$ cat config.mk
export PLATFORM = sky130hd
export DESIGN_NAME = sound_sequencer
export DESIGN_NICKNAME = d
export VERILOG_FILES = /design/src/rtl/sound_sequencer.sv
export SDC_FILE = /design/constraint.sdc
export NUM_CORES = 1
export LEC_CHECK = 0
export ABC_AREA = 1
export CAP_MARGIN = 20
export CORE_ASPECT_RATIO = 0.7
export CORE_MARGIN = 2
export CORE_UTILIZATION = 30
export DETAILED_ROUTE_END_ITERATION = 16
export PLACE_DENSITY = 0.58
export REMOVE_ABC_BUFFERS = 1
export SLEW_MARGIN = 10
export SYNTH_ARGS = -nofsm -noshare
export SYNTH_HDL_FRONTEND = slang
export SYNTH_SLANG_ARGS = --single-unit
$ cat constraint.sdc
create_clock -name clk -period 4.5 [get_ports clk]
set_clock_uncertainty 0.15 [all_clocks]
set_input_delay 0.675 -clock clk [delete_from_list [all_inputs] [get_ports clk]]
set_output_delay 0.675 -clock clk [all_outputs]
set_load 0.01 [all_outputs]
$ cat src/rtl/sound_sequencer.sv
// sound_sequencer: turns rising edges on the three audio request lines into
// timed tone sequences (1-3 notes, each followed by a silent gap) for the
// board tone generator. A higher- or equal-priority request restarts the
// sequencer; a lower-priority request arriving mid-sequence is ignored.
// state_dbg exposes the FSM state for observation only.
module sound_sequencer #(
    parameter int          MS_DIV       = 31500,
    parameter int          KEY_MS       = 40,
    parameter int          HOLE_NOTE_MS = 80,
    parameter int          BORDER_MS    = 20,
    parameter int          GAP_MS       = 10,
    parameter logic [3:0]  KEY_TONE     = 4'd9,
    parameter logic [3:0]  HOLE_TONE0   = 4'd0,
    parameter logic [3:0]  HOLE_TONE1   = 4'd4,
    parameter logic [3:0]  HOLE_TONE2   = 4'd7,
    parameter logic [3:0]  BORDER_TONE  = 4'd2
) (
    input  logic       clk,
    input  logic       resetN,
    input  logic       keyAudioRequest,
    input  logic       holeColAudioRequest,
    input  logic       borderColAudioRequest,
    output logic       enableSound,
    output logic [3:0] toneIndex,
    output logic       busy,
    output logic [1:0] state_dbg
);

    // Handshake: the request inputs are plain levels with no ready/ack;
    // only a low-to-high transition starts a sound, a held level does nothing.

    localparam int PW = (MS_DIV > 1) ? $clog2(MS_DIV) : 1;
    localparam logic [PW-1:0] PRESC_LAST = PW'(MS_DIV - 1);
    localparam logic [7:0] KEY_LIM    = 8'(KEY_MS - 1);
    localparam logic [7:0] HOLE_LIM   = 8'(HOLE_NOTE_MS - 1);
    localparam logic [7:0] BORDER_LIM = 8'(BORDER_MS - 1);
    localparam logic [7:0] GAP_LIM    = 8'(GAP_MS - 1);

    // The ms counter is 8 bits wide, so every duration must fit in 1..255.
    if (MS_DIV < 1 || KEY_MS < 1 || KEY_MS > 255 || HOLE_NOTE_MS < 1 ||
        HOLE_NOTE_MS > 255 || BORDER_MS < 1 || BORDER_MS > 255 ||
        GAP_MS < 1 || GAP_MS > 255) begin : g_param_check
        $error("sound_sequencer: ms parameters must be 1..255 and MS_DIV >= 1");
    end

    typedef enum logic [1:0] {
        S_IDLE = 2'd0,
        S_NOTE = 2'd1,
        S_GAP  = 2'd2
    } state_t;

    // Encoding doubles as priority: larger value wins.
    typedef enum logic [1:0] {
        SND_BORDER = 2'd0,
        SND_HOLE   = 2'd1,
        SND_KEY    = 2'd2
    } snd_t;

    state_t        state, state_n;
    snd_t          snd, snd_n;
    logic [1:0]    note_idx, note_idx_n;
    logic [PW-1:0] presc, presc_n;
    logic [7:0]    ms_cnt, ms_cnt_n;
    logic [3:0]    tone_q, tone_n;
    logic          prev_key, prev_hole, prev_border;

    logic          rise_key, rise_hole, rise_border;
    logic          trig_valid, preempt, tick;
    snd_t          trig_snd;
    logic [7:0]    note_lim;
    logic [1:0]    last_idx;

    function automatic logic [3:0] tone_of(input snd_t s, input logic [1:0] idx);
        logic [3:0] t;
        t = BORDER_TONE;
        case (s)
            SND_KEY:  t = KEY_TONE;
            SND_HOLE: begin
                case (idx)
                    2'd0:    t = HOLE_TONE0;
                    2'd1:    t = HOLE_TONE1;
                    default: t = HOLE_TONE2;
                endcase
            end
            default:  t = BORDER_TONE;
        endcase
        return t;
    endfunction

    // Remember last sampled request levels for rising-edge detection.
    always_ff @(posedge clk or negedge resetN) begin
        if (!resetN) begin
            prev_key    <= 1'b0;
            prev_hole   <= 1'b0;
            prev_border <= 1'b0;
        end else begin
            prev_key    <= keyAudioRequest;
            prev_hole   <= holeColAudioRequest;
            prev_border <= borderColAudioRequest;
        end
    end

    // FSM, sound selection, note index, timers and tone output register.
    always_ff @(posedge clk or negedge resetN) begin
        if (!resetN) begin
            state    <= S_IDLE;
            snd      <= SND_BORDER;
            note_idx <= 2'd0;
            presc    <= '0;
            ms_cnt   <= 8'd0;
            tone_q   <= 4'd0;
        end else begin
            state    <= state_n;
            snd      <= snd_n;
            note_idx <= note_idx_n;
            presc    <= presc_n;
            ms_cnt   <= ms_cnt_n;
            tone_q   <= tone_n;
        end
    end

    // Next-state logic: trigger arbitration, preemption and note/gap timing.
    always_comb begin
        rise_key    = keyAudioRequest & ~prev_key;
        rise_hole   = holeColAudioRequest & ~prev_hole;
        rise_border = borderColAudioRequest & ~prev_border;
        trig_valid  = rise_key | rise_hole | rise_border;
        trig_snd    = rise_key ? SND_KEY : (rise_hole ? SND_HOLE : SND_BORDER);
        preempt     = trig_valid && ((state == S_IDLE) || (trig_snd >= snd));
        tick        = (presc == PRESC_LAST);

        case (snd)
            SND_KEY:  note_lim = KEY_LIM;
            SND_HOLE: note_lim = HOLE_LIM;
            default:  note_lim = BORDER_LIM;
        endcase
        last_idx = (snd == SND_HOLE) ? 2'd2 : 2'd0;

        state_n    = state;
        snd_n      = snd;
        note_idx_n = note_idx;
        presc_n    = tick ? '0 : presc + 1'b1;
        ms_cnt_n   = tick ? ms_cnt + 8'd1 : ms_cnt;
        tone_n     = tone_q;

        if (preempt) begin
            state_n    = S_NOTE;
            snd_n      = trig_snd;
            note_idx_n = 2'd0;
            presc_n    = '0;
            ms_cnt_n   = 8'd0;
            tone_n     = tone_of(trig_snd, 2'd0);
        end else begin
            case (state)
                S_NOTE: begin
                    if (tick && ms_cnt == note_lim) begin
                        state_n  = S_GAP;
                        presc_n  = '0;
                        ms_cnt_n = 8'd0;
                    end
                end
                S_GAP: begin
                    if (tick && ms_cnt == GAP_LIM) begin
                        presc_n  = '0;
                        ms_cnt_n = 8'd0;
                        if (note_idx != last_idx) begin
                            state_n    = S_NOTE;
                            note_idx_n = note_idx + 2'd1;
                            tone_n     = tone_of(snd, note_idx + 2'd1);
                        end else begin
                            state_n = S_IDLE;
                        end
                    end
                end
                default: begin
                    presc_n  = '0;
                    ms_cnt_n = 8'd0;
                end
            endcase
        end
    end

    assign enableSound = (state == S_NOTE);
    assign busy        = (state != S_IDLE);
    assign toneIndex   = tone_q;
    assign state_dbg   = state;

endmodule

==> metrics.cfg, run 1 <==
[outcome]
status=completed

[synth]
synth_compound_area_share_pct=7.166
synthSimpleGateAreaFrac_pct=33.46
mappedNetlistArea_um2=2270
synth.yosys.seq_area_share_pct=39.69
synth_top_family_by_area=simple AND/OR/NAND/NOR gates
ys_warn_count=0
ys_seq_elements=36
avgSynthCellArea_um2=7.393
synth-adder-area-share_pct=6.615
synth_mux_area_share_pct=0
ys.flop_type=dfrtp_1
syn_inst=307
ys_types=31
async_flop_share_pct=100.0
synth_edf_count=0
synth_xor_area_share_pct=4.631

[place]
dp.cells=414
port_buffers=12
place.gp.congestion=0.8084
post-dp-hpwl_um=3480

[floorplan]
core-area_um2=7320
die_h_um=76.78
fp.dieW_um=108.0
fp.dieArea_um2=8289
num_rows=26
start_util_pct=31.01
pin_count=13

[hold_path]
hold_path.class=in2async

[global_routing]
grtUsageMet3_pct=4.252
grt_usage_pct=12.75
grt_pass1_wl_um=8521
grt_pass1_vias=1855
grt_max_degree=37
met1_usage_pct=18.55
grt_antenna_before_repair=0
grt_overflow=0
top_usage_layer=met1
grtUsageMet2_pct=18.18

[sta]
post-route-min-period_ps=2694
slew_headroom_pct=45.17
worst_pin_slew_ps=822.4
max_freq_mhz=371.2
min_period_over_period_pct=59.86
slew_violations=0
rsz0062_at_grt=false
finalHoldViolCount=0
setup_tns_ps=0
setup_viol=0

[critical_path]
critical_path.endpoint_type=flop
arrival_ps=2760
worstRegToRegCells=11
crit-reg2reg-launch=prev_key
cp-start-kind=input port
critPathRequiredTime_ps=4560
worstSetupPathType=in2reg
reg2reg_slack_ps=2270
worst_r2r_endpoint=presc[2]
path_max_fanout=12

[clock_tree]
postCtsHoldBufs=0
clockBufferDepth=2
cts_buffers=5
cts_tree=built
clk_latency_ps=300
cts_resized=0
cts_root_buffer=clkbuf_8
clock-sinks=36
path_clk_slew_ps=70
cts_max_level=2
post_cts_buffers=0

[layout]
finalNetCount=340
antenna_cells=0
multi_input_area_um2=1177
seq_area_um2=900.9
instances_no_fill=421
drive_gt1_share_pct=7.430
syn2layout_area_growth_pct=13.40
fill_cells=777

[drt]
ant_nets=0
num_vias=1882
drc=0
drtIter0Drc=71
wl_per_cell_um=10.98
drt_wl_total_um=4621
firstDrtPassIters=4
routed_via_density=4.470

[power_and_ir_drop]
p_clk_share_pct=23.8
power_leakage_nw=1.176
p_int_w=0.0006685
comb_power_share_pct=38.7
power_density_nw_per_um2=420.6
ir_worst_vdd_uv=175.2
seq_power_share_pct=37.5
p_sw_share_pct=38.25
switchingPower_w=0.0004140

[flow_run]
maxCapViolCount=0

## worst max path at each step
stage | start | cells after the start | to | slack, ps
2_1_floorplan | keyAudioRequest | 10 | presc[2] | 2200
3_3_place_gp | keyAudioRequest | 11 | presc[11] | 1560
3_5_place_dp | keyAudioRequest | 11 | presc[2] | 1480
4_1_cts | keyAudioRequest | 11 | presc[2] | 1810
5_1_grt | keyAudioRequest | 11 | presc[9] | 1530
6_report | keyAudioRequest | 11 | presc[2] | 1810
## placed cells by master, fill, tap and decap left out
master           count
a21oi_1              4
a31oi_1              2
and3_1               2
buf_2                1
clkbuf_8             7
clkdlybuf4s50_1     11
clkinv_1             2
dfrtp_1             36
ha_1                12
inv_1               37
inv_2                4
nand2_1             90
nand2_2              2
nand2_4              1
nand3_1             15
nand3_4              1
nand3b_1             1
nand4_1              5
nand4_2              1
nor2_1              43
nor2_2               2
nor2_4               2
nor3_1               4
nor3_2               1
nor3b_1              2
o211ai_2             1
o21ai_0             18
o21ai_1              2
o21bai_2             1
o22ai_1              1
xnor2_1              2
xor2_1              10
## stage by stage
step / cell area, um2 / hold slack (ps) / setup WS [ps] / power, W / utilization, %
after floorplan: 2240 / 229.4 / 2195 / 0.0006832 / -
after global placement: 2477 / 315.9 / 1560 / 0.0008349 / 33.85
after detailed placement: 2477 / 315.7 / 1475 / 0.0008344 / 33.85
after CTS: 2574 / 336.8 / 1812 / 0.001097 / 35.16
after global routing: 2574 / 355.8 / 1533 / 0.001177 / 35.16
final: 2574 / 321.5 / 1806 / 0.001083 / 35.16
## registers in the layout, summed over array words and instances (netlist names)
name / count
ms_cnt: 8
note_idx: 2
presc: 15
prev_border: 1
prev_hole: 1
prev_key: 1
snd: 2
state_dbg: 2
toneIndex: 4
## worst max-delay path, stage by stage
cell and delay (ps):
clkdlybuf4s50_1 410, nand2_1 150, nand3_1 120, ha_1 280
o21ai_0 150, nand2_1 90, nand2_1 280, nand2_1 140
clkinv_1 120, nand3_4 120, nor3b_1 210
## layer usage
metal	up-vias	wire [um]
li1	992	-
met1	869	2537
met2	17	1881
met3	4	168
met4	0	34
met5	-	0
## kinds of logic after synthesis
logic type | after synthesis
XOR/XNOR | 12
adder cells (fa/ha/maj) | 12
flip-flops | 36
AO/OA/AOI/OAI | 29
buffers and inverters | 46
AND/OR/NAND/NOR | 172
## synthesized netlist by cell type, types with 4 or more instances
master / count / area (um2)
nand4_1: 5 / 31.28
dfrtp_1: 36 / 900.9
o21ai_0: 18 / 90.09
inv_2: 4 / 15.01
nor2_1: 43 / 161.4
nand2_1: 90 / 337.8
nor3_1: 4 / 20.02
ha_1: 12 / 150.1
xor2_1: 10 / 87.58
nand3_1: 15 / 75.07
inv_1: 37 / 138.9
a21oi_1: 4 / 20.02
## layout make-up
class / count / share of cell area (%)
multi-input combinational: 225 / 45.75
sequential: 36 / 35.00
inverter: 43 / 6.271
tap: 98 / 4.764
timing repair buffer: 12 / 4.473
clock buffer: 7 / 3.743
## power by group through the flow
| stage | Combinational (W) | Sequential [W] | Clock [W] |
|---|---|---|---|
| 4_1_cts | 0.000425 | 0.000406 | 0.000265 |
| 5_1_grt | 0.000485 | 0.000412 | 0.000280 |
| 2_1_floorplan | 0.000269 | 0.000414 | 0 |
| 3_5_place_dp | 0.000423 | 0.000411 | 0 |
| 3_3_place_gp | 0.000423 | 0.000412 | 0 |
| 6_report | 0.000419 | 0.000406 | 0.000258 |
No activity file was read; power rests on OpenSTA's default activity.
==> run 2, diff against run 1 <==
--- a/config.mk
+++ b/config.mk
@@ -11,7 +11,7 @@
 export CORE_MARGIN = 2
 export CORE_UTILIZATION = 30
 export DETAILED_ROUTE_END_ITERATION = 16
-export PLACE_DENSITY = 0.58
+export PLACE_DENSITY = 0.59
 export REMOVE_ABC_BUFFERS = 1
 export SLEW_MARGIN = 10
 export SYNTH_ARGS = -nofsm -noshare
==> constraint.sdc (replaced) <==
create_clock -name clk -period 2.4 [get_ports clk]
set_clock_uncertainty 0.15 [all_clocks]
set_input_delay 0.36 -clock clk [delete_from_list [all_inputs] [get_ports clk]]
set_output_delay 0.36 -clock clk [all_outputs]
set_load 0.01 [all_outputs]
==> metrics.cfg, run 2 (same netlist as run 1, synthesis figures left out) <==
[outcome]
status=completed

[clock_tree]
clk_latency_ps=280
cts_max_level=2
path_clk_slew_ps=70
clockBufferDepth=2
clock-sinks=36
cts_resized=0
cts_buffers=5
cts_tree=built
post_cts_buffers=0
postCtsHoldBufs=0
cts_root_buffer=clkbuf_8

[sta]
setup_viol=0
min_period_over_period_pct=92.07
slew_headroom_pct=45.27
post-route-min-period_ps=2210
worst_pin_slew_ps=820.9
max_freq_mhz=452.5
slew_violations=0
setup_slack_ps=190.2
rsz0062_at_grt=false
fin_hold_ws_ps=9.542
finalHoldViolCount=0

[place]
placed_area_um2=2507
port_buffers=12
post-dp-hpwl_um=3447
post-place-ws_ps=-178.6
place.gp.congestion=0.8006
dp.cells=418

[drt]
drc=0
routed_via_density=4.426
ant_nets=0
firstDrtPassIters=4
num_vias=1881
wl_per_cell_um=10.91
drtIter0Drc=72
drt_wl_total_um=4635

[critical_path]
cp-startpoint=keyAudioRequest
crit-reg2reg-launch=prev_key
reg2reg_slack_ps=370
path_max_fanout=9
slowest_delay_ps=440
cp-start-kind=input port
critPathCapture=presc[7]
cp_cell_sequence=clkdlybuf4s50_1, nand2_2, nand3_1, ha_1, o21ai_0, nand2_1, nand2_2, nand2_1, clkinv_1, nand3_4, nor3b_1
critical_path.endpoint_type=flop
worst_r2r_endpoint=presc[7]
worstSetupPathType=in2reg
arrival_ps=2250
slowest_stage=clkdlybuf4s50_1
worstRegToRegCells=11
critPathRequiredTime_ps=2440

[power_and_ir_drop]
power_density_nw_per_um2=774.2
power_leakage_nw=1.188
ir_worst_vdd_uv=345.2

[layout]
drive_gt1_share_pct=9.174
top_register=presc
largest_reg_flops=15
finish.utilization_pct=35.52
fin_area_um2=2600
syn2layout_area_growth_pct=14.55
multi_input_area_um2=1192
fill_cells=789
instances_no_fill=425
final_cell_mix=nand2_1 (88), nor2_1 (43), inv_1 (37), dfrtp_1 (36), o21ai_0 (18)
layout_commonest_cell=nand2_1
antenna_cells=0
seq_area_um2=900.9
finalNetCount=344

[global_routing]
grt_pass1_wl_um=8397
grt_antenna_before_repair=0
grt_max_degree=37
grt_pass1_vias=1786
grt_usage_pct=12.48
grt_overflow=0

[floorplan]
start_util_pct=31.01
pin_count=13
num_rows=26
fp.dieArea_um2=8289
fp.dieW_um=108.0
die_h_um=76.78
core-area_um2=7320

[hold_path]
hold_path.class=in2async

[flow_run]
maxCapViolCount=0

## run 2: cell count changes in the layout (fill, tap and decap cells not counted)
cell	before	now
clkbuf_8	7	5
nor3b_1	2	1
nor2_2	2	1
clkinv_2	0	1
nand2_2	2	4
buf_4	0	4
nor3b_2	0	1
clkbuf_1	0	1
nand2_1	90	88
nor2_4	2	3
## run 2: where the power goes
| part | switching [W] | internal, W | leakage, nW |
|---|---|---|---|
| Combinational | 0.000498 | 0.000342 | 0.661 |
| Sequential | 0.0000751 | 0.000687 | 0.486 |
| Clock | 0.000213 | 0.000198 | 0.0410 |
| Total | 0.000786 | 0.00123 | 1.19 |
## run 2: cell type report
| type | count | share of cell area (%) |
|---|---|---|
| clock inverter | 1 | 0.1925 |
| timing repair buffer | 16 | 5.582 |
| tap | 98 | 4.716 |
| clock buffer | 6 | 2.791 |
| sequential | 36 | 34.65 |
| inverter | 43 | 6.208 |
| multi-input combinational | 225 | 45.86 |
## run 2: how the worst min path moves through the flow
stage	startpoint	to	slack, ps
after floorplan	resetN	ms_cnt[0]	-90
after global placement	toneIndex[0]	toneIndex[0]	320
after detailed placement	toneIndex[1]	toneIndex[1]	320
after CTS	resetN	ms_cnt[5]	60
after global routing	resetN	toneIndex[2]	90
final	resetN	ms_cnt[4]	10
## run 2: per-stage QoR
stage	setup TNS, ps	power, W
2_1_floorplan	0	0.001281
3_3_place_gp	-829.6	0.001597
3_5_place_dp	-1839	0.001598
4_1_cts	0	0.002021
5_1_grt	0	0.002202
6_report	0	0.002013
## run 2: routing by layer
layer	GRT usage, %	vias up	wire, um
met5	0	-	0
met4	2.308	0	21
met3	3.146	3	160
met2	17.23	19	1787
met1	19.47	861	2665
li1	-	998	-
## run 2: worst max-delay path: cells and delay by family
kind                       cells  cell delay, ps
and+or+nand+nor                7             910
adders and majority gates      1             270
buffers and inverters          2             550
AOI/OAI and AO/OA              1             160
==> run 3, diff against run 2 <==
--- a/config.mk
+++ b/config.mk
@@ -11,7 +11,9 @@
 export CORE_MARGIN = 2
 export CORE_UTILIZATION = 30
 export DETAILED_ROUTE_END_ITERATION = 16
-export PLACE_DENSITY = 0.59
+export DONT_BUFFER_PORTS = 1
+export GPL_TIMING_DRIVEN = 0
+export PLACE_DENSITY = 0.57
 export REMOVE_ABC_BUFFERS = 1
 export SLEW_MARGIN = 10
 export SYNTH_ARGS = -nofsm -noshare
==> metrics.cfg, run 3 (same netlist as run 1, synthesis figures left out) <==
[clock_tree]
clock-sinks=36
cts_tree=built
cts_root_buffer=clkbuf_8
cts_max_level=2
path_clk_slew_ps=80
clk_latency_ps=290
cts_buffers=5
post_cts_buffers=0
clockBufferDepth=2

[drt]
drtIter0Drc=72
drt_wl_total_um=4688
num_vias=1859
ant_nets=0
drc=0
wl_per_cell_um=11.30
routed_via_density=4.480
firstDrtPassIters=4

[sta]
max_freq_mhz=473.2
min_period_over_period_pct=88.06
fin_hold_ws_ps=130.0
worst_pin_slew_ps=386.3
slew_violations=0
rsz0062_at_grt=false
post-route-min-period_ps=2113
slew_headroom_pct=74.15
setup_viol=0
finalHoldViolCount=0
setup_tns_ps=0

[critical_path]
critical_path.endpoint_type=flop
worstSetupPathType=reg2reg
critPathRequiredTime_ps=2450
cp-start-kind=flop
arrival_ps=2170
path_max_fanout=12

[place]
port_buffers=0
place.gp.congestion=0.8512
placed_area_um2=2362
post-dp-hpwl_um=3498

[power_and_ir_drop]
ir_worst_vdd_uv=402.5
power_leakage_nw=1.164
switchingPower_w=0.0007795
seq_power_share_pct=39.8
p_clk_share_pct=26.9
power_density_nw_per_um2=784.5
p_int_w=0.001211
total_power_w=0.001991
p_sw_share_pct=39.16
comb_power_share_pct=33.3

[floorplan]
core-area_um2=7320
start_util_pct=31.01
pin_count=13
die_h_um=76.78
fp.dieW_um=108.0
fp.dieArea_um2=8289
num_rows=26

[layout]
seq_area_um2=900.9
multi_input_area_um2=1185
finalNetCount=333
fin_area_um2=2537
final_cell_mix=nand2_1 (89), nor2_1 (43), inv_1 (37), dfrtp_1 (36), o21ai_0 (18)
antenna_cells=0
largest_reg_flops=15
layout_commonest_cell=nand2_1
drive_gt1_share_pct=7.886
fill_cells=776
top_register=presc
syn2layout_area_growth_pct=11.80

[hold_path]
hold_path.class=in2reg

[global_routing]
grt_pass1_wl_um=8493
grt_usage_pct=12.89
grt_max_degree=37
grt_pass1_vias=1807
grt_antenna_before_repair=0
grt_overflow=0

[flow_run]
maxCapViolCount=0

[outcome]
status=completed

==> run 3: cell types whose count changed in the layout (fill, tap and decap cells not counted), moves of 2 or more <==
| cell | before | now |
|---|---|---|
| buf_4 | 4 | 0 |
| dlygate4sd3_1 | 0 | 4 |
| clkdlybuf4s50_1 | 11 | 0 |
| nand2_2 | 4 | 2 |
==> run 3: path summary, 6_finish.rpt <==
check / slack (ps) / startpoint / endpoint / cells after the start
max reg2reg: 290 / prev_key / presc[2] / 11
max in group asynchronous: 1490 / resetN / presc[10] / 2
max: 290 / prev_key / presc[2] / 11
min reg2reg: 360 / presc[9] / presc[9] / 2
min: 130 / holeColAudioRequest / snd[0] / 2
min in group asynchronous: 420 / resetN / ms_cnt[6] / 2
==> run 3: stage by stage <==
step	setup slack [ps]	cells	utilization, %
6_report	286.6	415	34.67
5_1_grt	24.42	415	34.67
4_1_cts	88.92	415	34.56
3_5_place_dp	89.02	402	32.27
3_3_place_gp	123.6	402	32.27
2_1_floorplan	410.0	304	-
==> run 3: what timing repair did <==
| action | in CTS | in global routing |
|---|---|---|
| endpoints found under the hold margin | 39 | 0 |
| setup endpoints to repair | 0 | 29 |
| gates resized for setup | 0 | 2 |
| hold buffers | 5 | 0 |
==> run 3: layout make-up <==
cell class | count | area share [%]
multi-input cells | 225 | 46.70
flip-flops and latches | 36 | 35.50
inverters | 43 | 6.361
well taps | 98 | 4.832
clock buffers | 6 | 2.860
repair buffers | 5 | 2.367
clock inverters | 2 | 1.381
==> run 3: critical path, cell delays in order, from the launching register on <==
cell and delay (ps):
dfrtp_1 330, inv_1 30, nand2_1 140, nand3_1 110, ha_1 280, o21ai_0 150, nand2_1 120, nand2_4 160
nand2_1 100, clkinv_1 100, nand3_4 130, nor3b_1 220
==> run 3: power by group through the flow <==
stage,Combinational [W],Sequential [W],Clock [W]
finish,0.000663,0.000792,0.000536
global route,0.000765,0.000805,0.000592
CTS,0.000661,0.000792,0.000555
detailed placement,0.000633,0.000803,0
global placement,0.000626,0.000802,0
floorplan,0.000504,0.000777,0
==> run 3: per-layer routing <==
| layer | up-vias | global-route usage [%] | wire (um) |
|---|---|---|---|
| met5 | - | 0 | 0 |
| met4 | 0 | 1.538 | 0 |
| met3 | 0 | 4.422 | 215 |
| met2 | 33 | 17.80 | 1799 |
| met1 | 846 | 19.74 | 2673 |
| li1 | 980 | - | - |
